**config.mk**
```make
export PLATFORM = sky130hd
export DESIGN_NAME = uart_rx
export DESIGN_NICKNAME = d
export VERILOG_FILES = /design/src/rtl/uart_rx.sv
export SDC_FILE = /design/constraint.sdc
export NUM_CORES = 1
export LEC_CHECK = 0
export ABC_AREA = 1
export BUFFER_PORTS_ARGS = -buffer_cell sky130_fd_sc_hd__buf_2
export CAP_MARGIN = 20
export CORE_MARGIN = 1.5
export CORE_UTILIZATION = 59
export DETAILED_ROUTE_END_ITERATION = 7
export GPL_TIMING_DRIVEN = 0
export PLACE_DENSITY = 0.78
export SLEW_MARGIN = 20
export SYNTH_ARGS = -nofsm -noshare
export SYNTH_HDL_FRONTEND = slang
export SYNTH_SLANG_ARGS = --single-unit
export TNS_END_PERCENT = 50
```
**constraint.sdc**
```tcl
create_clock -name clk -period 1.9 [get_ports clk]
set_input_delay 0.285 -clock clk [delete_from_list [all_inputs] [get_ports clk]]
set_output_delay 0.285 -clock clk [all_outputs]
set_load 0.01 [all_outputs]
```
**src/rtl/uart_rx.sv**
```systemverilog
// uart_rx: 8N1 UART receiver with a 2-flop input synchronizer and centre-of-bit sampling.
// Bit timing comes from an internal counter derived from CLK_FREQ/BAUD_RATE.
module uart_rx #(
  parameter int unsigned CLK_FREQ  = 100_000_000,
  parameter int unsigned BAUD_RATE = 9600
) (
  input  logic       clk,
  input  logic       rst,
  input  logic       rx,
  output logic [7:0] rx_data,
  output logic       rx_valid,
  output logic       frame_err,
  output logic       busy
);

  localparam int unsigned BIT_CNT  = CLK_FREQ / BAUD_RATE;
  localparam int unsigned HALF_CNT = BIT_CNT / 2;
  // Counter must be at least 14 bits and wide enough for BIT_CNT-1.
  localparam int unsigned CNT_W    = ($clog2(BIT_CNT) > 14) ? $clog2(BIT_CNT) : 14;
  localparam logic [CNT_W-1:0] BIT_LAST  = CNT_W'(BIT_CNT - 1);
  localparam logic [CNT_W-1:0] HALF_LAST = CNT_W'(HALF_CNT - 1);

  typedef enum logic [2:0] {
    StIdle,
    StStart,
    StData,
    StStop,
    StBreak
  } state_e;

  state_e           r_state;
  state_e           w_state_nxt;
  logic [CNT_W-1:0] r_cnt;
  logic [CNT_W-1:0] w_cnt_nxt;
  logic             w_cnt_clr;
  logic [2:0]       r_bit_idx;
  logic [2:0]       w_bit_idx_nxt;
  logic [7:0]       r_shift;
  logic [7:0]       w_shift_nxt;
  logic [7:0]       r_rx_data;
  logic [7:0]       w_rx_data_nxt;
  logic             r_rx_valid;
  logic             w_rx_valid_nxt;
  logic             r_frame_err;
  logic             w_frame_err_nxt;
  logic             r_rx_s1;
  logic             r_rx_s;

  // Two-flop synchronizer for the asynchronous rx pin; idles high.
  always_ff @(posedge clk) begin
    if (rst) begin
      r_rx_s1 <= 1'b1;
      r_rx_s  <= 1'b1;
    end else begin
      r_rx_s1 <= rx;
      r_rx_s  <= r_rx_s1;
    end
  end

  // Receiver state, counters, shift register and output registers.
  always_ff @(posedge clk) begin
    if (rst) begin
      r_state     <= StIdle;
      r_cnt       <= '0;
      r_bit_idx   <= 3'd0;
      r_shift     <= 8'h00;
      r_rx_data   <= 8'h00;
      r_rx_valid  <= 1'b0;
      r_frame_err <= 1'b0;
    end else begin
      r_state     <= w_state_nxt;
      r_cnt       <= w_cnt_nxt;
      r_bit_idx   <= w_bit_idx_nxt;
      r_shift     <= w_shift_nxt;
      r_rx_data   <= w_rx_data_nxt;
      r_rx_valid  <= w_rx_valid_nxt;
      r_frame_err <= w_frame_err_nxt;
    end
  end

  // Next-state logic: sample start at half bit, data/stop at each full bit after that.
  always_comb begin
    w_state_nxt     = r_state;
    w_bit_idx_nxt   = r_bit_idx;
    w_shift_nxt     = r_shift;
    w_rx_data_nxt   = r_rx_data;
    w_rx_valid_nxt  = 1'b0;
    w_frame_err_nxt = 1'b0;
    w_cnt_clr       = 1'b0;

    unique case (r_state)
      StIdle: begin
        if (!r_rx_s) begin
          w_state_nxt = StStart;
        end
      end
      StStart: begin
        if (r_cnt == HALF_LAST) begin
          if (!r_rx_s) begin
            w_state_nxt   = StData;
            w_bit_idx_nxt = 3'd0;
          end else begin
            // Line went back high before mid-start: treat as a glitch.
            w_state_nxt = StIdle;
          end
        end
      end
      StData: begin
        if (r_cnt == BIT_LAST) begin
          // Restart the bit period even when staying in this state.
          w_cnt_clr   = 1'b1;
          w_shift_nxt = {r_rx_s, r_shift[7:1]};
          if (r_bit_idx == 3'd7) begin
            w_state_nxt = StStop;
          end else begin
            w_bit_idx_nxt = r_bit_idx + 3'd1;
          end
        end
      end
      StStop: begin
        if (r_cnt == BIT_LAST) begin
          if (r_rx_s) begin
            w_rx_data_nxt  = r_shift;
            w_rx_valid_nxt = 1'b1;
            w_state_nxt    = StIdle;
          end else begin
            w_frame_err_nxt = 1'b1;
            w_state_nxt     = StBreak;
          end
        end
      end
      StBreak: begin
        // Hold off until the line is released so a stuck-low line cannot retrigger.
        if (r_rx_s) begin
          w_state_nxt = StIdle;
        end
      end
      default: begin
        w_state_nxt = StIdle;
      end
    endcase

    w_cnt_nxt = (w_cnt_clr || (w_state_nxt != r_state)) ? '0 : r_cnt + 1'b1;
  end

  assign rx_data   = r_rx_data;
  assign rx_valid  = r_rx_valid;
  assign frame_err = r_frame_err;
  assign busy      = (r_state != StIdle);

endmodule

```
# Word-level counts from Yosys, hierarchy flattened
# Index checks and enable logic that the tools add are counted.
# Widths: inputs -> output; s select.
[word_totals]
elab_cells = 52
in_bits = 3
output_inout_bits = 11
reg_bits = 40
[op_classes]
add_sub_neg = 2
mux = 18
bitwise_logic = 2
n_reduce_logical = 9
eq_ne = 12
[op_table]
columns = ["cell", "n"]
rows = [
  ["$mux 3", 11],
  ["$pmux 3 s5", 1],
  ["$add 14x1->14 const B", 1],
  ["$eq 14x13->1 const B", 1],
  ["$eq 14x14->1 const B", 1],
  ["$ne 2x2->1 const B", 4],
  ["$eq 3x2->1 const B", 2],
  ["$eq 3x3->1 const B", 2],
  ["$pmux 3 s2", 1],
  ["$reduce_and 5->1", 1],
  ["$mux 1", 4],
  ["$add 3x1->3 const B", 1],
  ["$eq 3x1->1 const B", 1],
  ["$logic_not 3->1", 1],
  ["$ne 3x3->1", 1],
  ["$reduce_and 3->1", 1],
  ["$reduce_bool 3->1", 1],
  ["$reduce_or 3->1", 1],
  ["$mux 2", 1],
  ["$not 1->1", 2],
  ["$reduce_and 2->1", 1],
  ["$reduce_bool 2->1", 1],
  ["$reduce_or 2->1", 1],
  ["$logic_or 1x1->1", 1],
]

# Depth between registers and ports, before layout
# Gate-level depths: netlist of run 1.
[depth]
ltp_word = 7
depth_mapped = 13
mapped_depth_nobuf = 12

# Least setup slack after synthesis of run 1
# No wires, ideal clock.
[synth_path]
path_kind = "register to register"
from = "register r_cnt[0]"
to = "register r_cnt[2]"
path_stages_with_launch = 14
setup_slack_ps = 232
setup_ps = 117
arrival_ps = 1551
synth_period_minus_slack_ps = 1668
n_path_buf = 1
cell_sequence = "dfxtp_1 ha_1 nand2_1 inv_1 nand2_1 nor2_2 nand2_2 a21oi_4 nand3_2 nand2_1 nand2_2 nand2_4 buf_12 nor2_2"
[synth_via]
elab_chain_len = 6
word_cells_on_any_way = 12
classes_between = "1 x add/sub; 3 x eq/ne; 6 x mux; 2 x reduce/logical"
[synth_rtl]
columns = ["item", "line", "source"]
rows = [
  ["start: declaration", "33", "logic [CNT_W-1:0] r_cnt;"],
  ["start signal: assignment", "72", "r_cnt <= w_cnt_nxt;"],
  ["$eq 14x14->1 or $eq 14x13->1 (tied branches)", "109, 121, 98", ""],
  ["$mux 3 (on tied branches)", "121, 109, 98", ""],
  ["$pmux 3 s5", "91", "unique case (r_state)"],
  ["$ne 3x3->1", "143", "w_cnt_nxt = (w_cnt_clr || (w_state_nxt != r_state)) ? '0 : r_cnt + 1'b1;"],
  ["$logic_or 1x1->1", "143", ""],
  ["$reduce_or 2->1 (no line)", "-", ""],
]
# Several ways; a longest one is shown, not always the timed one.
# A chain may end at the register's enable or synchronous reset.

# Worst setup path in the final report of run 1
[layout_path]
from = "register r_cnt[0]"
to = "register r_rx_data[6] (netlist: rx_data[6])"
[layout_via]
elab_chain_len = 2
[layout_rtl]
columns = ["item", "line", "source"]
rows = [
  ["$eq 14x14->1", "121", "if (r_cnt == BIT_LAST) begin"],
  ["$reduce_and 3->1 (no line)", "-", ""],
  ["end signal: assignment", "75", "r_rx_data <= w_rx_data_nxt;"],
  ["end: declaration", "40", "logic [7:0] r_rx_data;"],
]
# No other way between the ends.

==> impl_metrics.yaml, run 1 <==
logic_synthesis:
  syn-cell-area_sq_um: 1920
  ys_warn_count: 0
  synthMuxAreaShare_pct: 0
  yosys.area_share.adder_pct: 1.95
  synth-xor-area-share_pct: 5.47
  synth-compound-area-share_pct: 10.9
  synth.avg_cell_area_sq_um: 7.90
  synth_top_family_by_area: "simple AND/OR/NAND/NOR gates"
  synth_cell_type_count: 30
  synth_seq_area_share_pct: 41.7
  synth-simple-area-share_pct: 30.7
  synthesis.nets: 249
  netlist_instances: 243
  ys_ff_latch: 40
power_and_ir_drop:
  p_int_mw: 1.03
  p_sw_share_pct: 25.5
  p_leak_nw: 0.847
  vdd_drop_max_mv: 0.509
  p_switching_mw: 0.351
  p_comb_share_pct: 6.8
  p_clk_share_pct: 30.8
  power_frac_seq_pct: 62.4
  totalPowerFinal_mw: 1.38
  power_density_nw_per_um2: 653
grt:
  grt_max_degree: 14
  met1_usage_pct: 30.2
  grt_use_met2_pct: 31.1
  busiest_layer: "met2"
  grt_pass1_wl_mm: 5.77
  use_met3_pct: 5.84
  grt_overflow: 0
  grt_use_total_pct: 21.9
  grt_pass1_vias: 1317
  antenna_found_initial: 0
clock_network:
  clock_latency_ps: 360
  clk_pin_slew_ps: 120
  htreeDepth: 2
  clockBufferDepth: 2
  numCtsBuffers: 5
  hold_buffers: 0
  tritoncts: "yes"
  post_cts_buffers: 0
  root_buffer: "clkbuf_4"
  clkSinkCount: 40
critical_path:
  crit_type: "reg2reg"
  end_kind: "register"
  required_ps: 2150
  worstPathArrival_ps: 1990
  worstPathMaxFanout: 10
  cp-start-kind: "register"
layout:
  finish.utilization_pct: 68.7
  fillers: 269
  area_delta_synth_final_pct: 10.0
  stdcell_count: 308
  multiInputGateArea_sq_um: 955
  regArea_sq_um: 805
  diodes: 0
  fin_nets: 269
  drive_gt1_share_pct: 22.7
  design_area_sq_um: 2110
sta:
  setup_slack_ps: 167
  tightest_slew_ps: 452
  maxSlewHeadroom_pct: 69.9
  slew_viol_final: 0
  clock_skew_ps: 13.9
  setup_viol: 0
  period_share_pct: 91.2
  hold_ws_ps: 106
  fmax_ghz: 0.577
  rsz0062_at_grt: "false"
  hold_viol: 0
  totalNegativeSetupSlack_ps: 0
  period_needed_ps: 1730
job:
  drv_cap: 0
floorplanning:
  die-width_um: 60.1
  dieHeight_um: 60.1
  core-area_sq_um: 3080
  rows: 20
  ios: 14
  initial_core_util_pct: 62.4
  die-area_sq_um: 3610
placed_design:
  post-place-ws_ps: 16.6
  dp_hpwl_mm: 2.59
  gp_congestion: 0.835
  place_inst: 300
  placed_area_sq_um: 2040
  port_buffers: 13
routing:
  routed_wl_mm: 3.48
  remaining_drc_errors: 0
  ant_nets: 0
  vias: 1548
  drtPass1Iterations: 4
  wl_per_cell_um: 11.3
  drtIter0Drc: 80
  avgViaCountPerCell: 5.03
run_status:
  outcome: "complete, no violations"
min_path:
  hold_path_class: "in2reg"
cell type report:
| cell class | count | area share (%) |
|---|---|---|
| buffer | 6 | 2.19 |
| clock buffer | 5 | 1.78 |
| clock inverter | 3 | 0.888 |
| inverter | 35 | 6.22 |
| multi-input combinational | 162 | 45.2 |
| sequential | 40 | 38.1 |
| tap | 44 | 2.61 |
| timing repair buffer | 13 | 3.08 |
cell families (layout without fill, tap and decap cells):
kind of cell             count (synthesis)  after routing
adder cells (fa/ha/maj)                  3              3
AND/OR/NAND/NOR                        110            110
buffers and inverters                   41             62
XOR/XNOR                                12             12
AO/OA/AOI/OAI                           37             37
flip-flops                              40             40
synth_stat cells:
master,count,area [sq um]
nor2_2,9,56.3
nand3b_1,1,7.51
nand2_1,17,63.8
ha_1,3,37.5
a211oi_1,3,22.5
dfxtp_1,40,801
nand3_1,8,40.0
buf_4,2,15.0
nor3_1,2,10.0
nor4_1,1,6.26
xnor2_1,4,35.0
nor3_2,1,10.0
nor2_1,44,165
o21ai_0,16,80.1
nand3_2,3,30.0
xor2_1,8,70.1
buf_12,1,20.0
a21oi_4,1,16.3
o21ai_2,1,8.76
nand2_2,5,31.3
nor2_4,6,67.6
a21oi_1,15,75.1
nand3_4,1,17.5
inv_1,32,120
nand4_1,8,50.1
inv_2,3,11.3
clkbuf_1,3,11.3
or2_2,2,12.5
nand2_4,2,22.5
a31oi_1,1,6.26
state kept, by name, summed over array words and instances (netlist names):
signal,count
r_rx_s,1
r_shift,8
r_rx_s1,1
r_state,3
frame_err,1
rx_data,8
rx_valid,1
r_bit_idx,3
r_cnt,14
per-layer routing:
layer  vias up  part of all wire (%)
li1        814                     -
met1       711                    50
met2        17                    45
met3         6                   2.8
met4         0                   1.5
met5         -                     0
path summary, 6_finish.rpt:
check                           startpoint    endpoint  cells past startpoint  slack [ps]
worst max-delay path              r_cnt[0]  rx_data[6]                      9         170
worst min-delay path                    rx     r_rx_s1                      2         110
worst max register to register    r_cnt[0]  rx_data[6]                      9         170
worst min register to register     r_rx_s1      r_rx_s                      1         430
cells in the final DEF, fill, tap and decap left out, types with 4 or more instances in the layout:
master / count
a21oi_1: 15
buf_2: 13
clkbuf_4: 5
dfxtp_1: 39
inv_1: 32
nand2_1: 17
nand2_2: 5
nand3_1: 8
nand4_1: 8
nor2_1: 44
nor2_2: 9
nor2_4: 6
o21ai_0: 15
xnor2_1: 4
xor2_1: 8
timing repair:
action / in CTS / in global routing
resized for setup: 1 / 4
pin swaps: 0 / 0
endpoints found under the setup margin: 1 / 21
worst max-delay path, cell delays in order (launching register included):
cell and delay, ps:
dfxtp_4 400, ha_4 150, nand3_2 120, nor2_4 170, nand3_4 110, nor2_2 110
buf_4 190, nand2_2 120, o21ai_0 200, nor2_1 50
power groups by stage:
stage | Sequential [mW] | Combinational, mW | Clock (mW)
6_report | 0.860 | 0.0944 | 0.424
5_1_grt | 0.863 | 0.106 | 0.477
4_1_cts | 0.858 | 0.0937 | 0.438
3_5_place_dp | 0.876 | 0.0930 | 0
3_3_place_gp | 0.876 | 0.0919 | 0
2_1_floorplan | 0.875 | 0.0766 | 0
No activity file was read; power rests on OpenSTA's default activity.
==> run 2, diff against run 1 <==
==> constraint.sdc (replaced) <==
create_clock -name clk -period 1.89 [get_ports clk]
set_input_delay 0.2835 -clock clk [delete_from_list [all_inputs] [get_ports clk]]
set_output_delay 0.2835 -clock clk [all_outputs]
set_load 0.01 [all_outputs]
==> run 2 against run 1 <==
Compared with the run above:
- critical path depth grew 4
- largest power group unchanged
- routed wire length grew 0.37%
- first-iteration DRC count shrank 13%
- flip-flop and latch count is the same
- critical endpoint is now r_cnt[12]
==> impl_metrics.yaml, run 2 (synthesis results as in run 1) <==
run_status:
  outcome: "complete, no violations"
layout:
  final_common_cell: "nor2_1"
  design_area_sq_um: 2120
  area_delta_synth_final_pct: 10.5
  regArea_sq_um: 805
  drive_gt1_share_pct: 23.1
  fin_nets: 269
  largest_register: "r_cnt"
  fillers: 266
  layout_common_cells: "nor2_1, dfxtp_1, inv_1, nand2_1, a21oi_1"
  multiInputGateArea_sq_um: 963
  finish.utilization_pct: 68.9
  diodes: 0
  largest_reg_flops: 14
sta:
  totalNegativeSetupSlack_ps: 0
  hold_viol: 0
  clock_skew_ps: 11.1
  setup_viol: 0
  slew_viol_final: 0
  maxSlewHeadroom_pct: 69.2
  tightest_slew_ps: 462
  period_needed_ps: 1720
  fmax_ghz: 0.582
  hold_ws_ps: 104
  rsz0062_at_grt: "false"
  period_share_pct: 90.9
clock_network:
  hold_buffers: 0
  root_buffer: "clkbuf_4"
  post_cts_buffers: 0
  clkSinkCount: 40
  htreeDepth: 2
  tritoncts: "yes"
  clk_pin_slew_ps: 120
  clockBufferDepth: 2
  numCtsBuffers: 5
  clock_latency_ps: 350
grt:
  grt_pass1_vias: 1317
  grt_overflow: 0
  grt_use_total_pct: 21.9
  grt_pass1_wl_mm: 5.77
  grt_max_degree: 14
  antenna_found_initial: 0
power_and_ir_drop:
  vdd_drop_max_mv: 0.513
  power_density_nw_per_um2: 654
  totalPowerFinal_mw: 1.39
  p_leak_nw: 0.851
critical_path:
  crit_type: "reg2reg"
  worstPathArrival_ps: 1970
  cp-start-kind: "register"
  worstPathMaxFanout: 10
  required_ps: 2140
  end_kind: "register"
routing:
  avgViaCountPerCell: 5.04
  wl_per_cell_um: 11.4
  ant_nets: 0
  routed_wl_mm: 3.50
  vias: 1553
  remaining_drc_errors: 0
  drtPass1Iterations: 4
  drtIter0Drc: 70
job:
  drv_cap: 0
floorplanning:
  initial_core_util_pct: 62.4
  die-width_um: 60.1
  core-area_sq_um: 3080
  ios: 14
  die-area_sq_um: 3610
  rows: 20
  dieHeight_um: 60.1
placed_design:
  gp_congestion: 0.835
  port_buffers: 13
  placed_area_sq_um: 2040
  dp_hpwl_mm: 2.59
min_path:
  hold_path_class: "in2reg"
[run 2: cell types whose count changed in the layout (fill, tap and decap cells not counted)]
cell,previous run,this run
nand2_4,2,3
o21ai_2,1,2
o21ai_1,1,4
nand2_2,5,4
o21ai_0,15,11
[run 2: cell type report]
type,instances,area share (%)
inverter,35,6.19
timing repair buffer,13,3.07
sequential,40,37.9
clock inverter,3,0.884
clock buffer,5,1.77
tap,44,2.59
multi-input combinational,162,45.4
buffer,6,2.18
[run 2: worst max-delay path: stages, from the launching register on]
cell and delay, ps:
dfxtp_4 400, ha_4 150, nand2_1 50, inv_1 70, nand2_1 60, nor2_2 120
nand2_2 90, a21oi_4 140, nand3_2 90, nand2_1 80, nand2_2 60, nand2_4 100
buf_12 160, nor2_2 40
[run 2: layer usage]
metal	routed length (um)	part of all wire, %	track usage (%)	vias to the layer above
met5	0	0	0	-
met4	63	1.8	11.4	0
met3	101	2.9	5.84	6
met2	1580	45	31.1	22
met1	1750	50	30.2	711
li1	-	-	-	814
[run 2: power by group]
group | switching, mW | total, mW | internal [mW]
combinational | 0.0584 | 0.0960 | 0.0377
sequential | 0.0119 | 0.865 | 0.853
clock | 0.284 | 0.427 | 0.143
[run 2: what timing repair did]
action	4_1_cts	5_1_grt
hold endpoints to repair	0	0
gates resized for setup	1	10
setup endpoints to repair	1	21
pin swaps	0	1
[run 2: final timing paths]
kind / startpoint / endpoint / slack, ps / cells after the start
max: r_cnt[0] / r_cnt[12] / 170 / 13
min: rx / r_rx_s1 / 100 / 2
max reg2reg: r_cnt[0] / r_cnt[12] / 170 / 13
min reg2reg: r_rx_s1 / r_rx_s / 420 / 1
[run 2: per-stage QoR]
step           setup slack [ps]  std cells
6_report                    173        308
5_1_grt                    50.1        308
4_1_cts                    8.75        308
3_5_place_dp               6.56        300
3_3_place_gp               77.3        300
2_1_floorplan               222        243
==> run 3, diff against run 2 <==
--- a/config.mk
+++ b/config.mk
@@ -8,10 +8,10 @@
 export ABC_AREA = 1
 export BUFFER_PORTS_ARGS = -buffer_cell sky130_fd_sc_hd__buf_2
 export CAP_MARGIN = 20
+export CORE_ASPECT_RATIO = 2
 export CORE_MARGIN = 1.5
 export CORE_UTILIZATION = 59
 export DETAILED_ROUTE_END_ITERATION = 7
-export GPL_TIMING_DRIVEN = 0
 export PLACE_DENSITY = 0.78
 export SLEW_MARGIN = 20
 export SYNTH_ARGS = -nofsm -noshare
==> run 3 against run 2 <==
Compared with the run above:
- clock power increased by 37%
- highest routed layer unchanged
- clock-buffer cell count unchanged
- worst setup slack got worse by 94 ps
==> impl_metrics.yaml, run 3 (synthesis results as in run 1) <==
run_status:
  outcome: "complete, no violations"
grt:
  grt_pass1_vias: 1616
  grt_pass1_wl_mm: 6.97
  grt_use_total_pct: 25.1
  grt_max_degree: 18
  grt_overflow: 0
  antenna_found_initial: 0
floorplanning:
  dieHeight_um: 83.7
  rows: 29
  core-area_sq_um: 3120
  ios: 14
  die-area_sq_um: 3630
  initial_core_util_pct: 61.5
  die-width_um: 43.3
sta:
  tightest_slew_ps: 412
  fmax_ghz: 0.552
  clock_skew_ps: 6.47
  period_needed_ps: 1810
  setup_viol: 0
  maxSlewHeadroom_pct: 72.5
  hold_viol: 0
  slew_viol_final: 0
  period_share_pct: 95.8
clock_network:
  tritoncts: "yes"
  clockBufferDepth: 2
  numCtsBuffers: 5
  hold_buffers: 0
  htreeDepth: 2
  clkSinkCount: 40
  clock_latency_ps: 300
  root_buffer: "clkbuf_8"
  clk_pin_slew_ps: 90
job:
  drv_cap: 0
power_and_ir_drop:
  p_leak_nw: 0.883
  vdd_drop_max_mv: 0.700
  p_clk_share_pct: 37.4
  totalPowerFinal_mw: 1.56
  p_switching_mw: 0.398
  power_density_nw_per_um2: 716
  p_sw_share_pct: 25.5
  p_comb_share_pct: 7.4
  power_frac_seq_pct: 55.2
  p_int_mw: 1.16
critical_path:
  worstPathArrival_ps: 2050
  cp-start-kind: "register"
  reg2reg_depth: 12
  r2r_setup_slack_ps: 80
  reg2reg_from: "r_cnt[1]"
  required_ps: 2130
  crit_type: "reg2reg"
  end_kind: "register"
  reg2reg_to: "r_cnt[4]"
  worstPathMaxFanout: 7
routing:
  routed_wl_mm: 4.14
  ant_nets: 0
  wl_per_cell_um: 13.9
  remaining_drc_errors: 0
  drtPass1Iterations: 4
  avgViaCountPerCell: 5.37
  drtIter0Drc: 55
  vias: 1601
layout:
  fillers: 267
  finish.utilization_pct: 69.9
  design_area_sq_um: 2180
  drive_gt1_share_pct: 24.3
  stdcell_count: 298
  layout_common_cells: "nor2_1, dfxtp_1, inv_1, nand2_1, o21ai_0"
  diodes: 0
  final_common_cell: "nor2_1"
  largest_register: "r_cnt"
  fin_nets: 272
  largest_reg_flops: 14
  area_delta_synth_final_pct: 13.6
min_path:
  hold_end: "r_rx_s1"
  hold_path_class: "in2reg"
  timing.hold.worst.start: "rx"
  holdPathStages: 2
placed_design:
  gp_congestion: 0.906
  dp_hpwl_mm: 2.90
  placed_area_sq_um: 2020
  place_inst: 287
  port_buffers: 13
[run 3: changes by cell type in the layout (fill, tap and decap cells not counted), moves of 2 or more]
cell,delta
buf_4,+5
clkbuf_1,-3
clkbuf_4,-5
clkbuf_8,+5
clkinv_2,-2
clkinvlp_4,+2
o21ai_0,+5
o21ai_1,-4
[run 3: worst max-delay path by stage]
stage | from | to | slack [ps] | cells past startpoint
after floorplan | r_cnt[0] | r_cnt[2] | 220 | 13
after global routing | r_cnt[0] | r_cnt[9] | -20 | 12
after CTS | r_cnt[0] | r_cnt[13] | 60 | 10
final | r_cnt[1] | r_cnt[4] | 80 | 12
after global placement | r_cnt[0] | r_cnt[7] | 140 | 12
after detailed placement | r_cnt[0] | r_cnt[8] | 80 | 12
[run 3: through the flow]
step | setup slack, ps | TNS (ps) | hold WS (ps)
final | 78.8 | 0 | 176
after global routing | -16.8 | -52.1 | 175
after CTS | 56.7 | 0 | 172
after detailed placement | 78.0 | 0 | 395
after global placement | 136 | 0 | 401
after floorplan | 222 | 0 | 387
[run 3: per-layer routing]
metal	routed length, um	global-route usage (%)	share of wire (%)
met1	1580	24.3	38
met2	2360	45.6	57
met3	92	5.84	2.2
met4	111	13.8	2.7
met5	0	0	0
[run 3: what timing repair did]
item,CTS,global route
setup endpoints to repair,0,18
gates resized for setup,0,3
buffers inserted,0,3
[run 3: worst max-delay path: stages, from the launching register on]
cell and delay (ps):
dfxtp_1 400, ha_4 180, nand2_1 50, inv_1 70, nand2_1 60, nor2_2 170
nand3_1 140, nand4_1 120, nand2_1 80, nor2_2 150, nand2_4 90, buf_12 150
nor2_2 80
[run 3: layout make-up]
cell class              instances  area, sq um  share of cell area, %
clock buffers                   5         68.8                   3.16
clock inverters                 3         23.8                   1.09
multi-input cells             162          960                   44.0
well taps                      31         38.8                   1.78
inverters                      35          131                   6.02
flip-flops and latches         40          801                   36.7
repair buffers                 22          158                   7.23
[run 3: power by group through the flow]
stage | clock network [mW] | logic (mW) | registers [mW]
floorplan | 0 | 0.0770 | 0.879
global placement | 0 | 0.0878 | 0.879
detailed placement | 0 | 0.0899 | 0.879
CTS | 0.596 | 0.0901 | 0.859
global route | 0.615 | 0.127 | 0.863
finish | 0.584 | 0.116 | 0.862
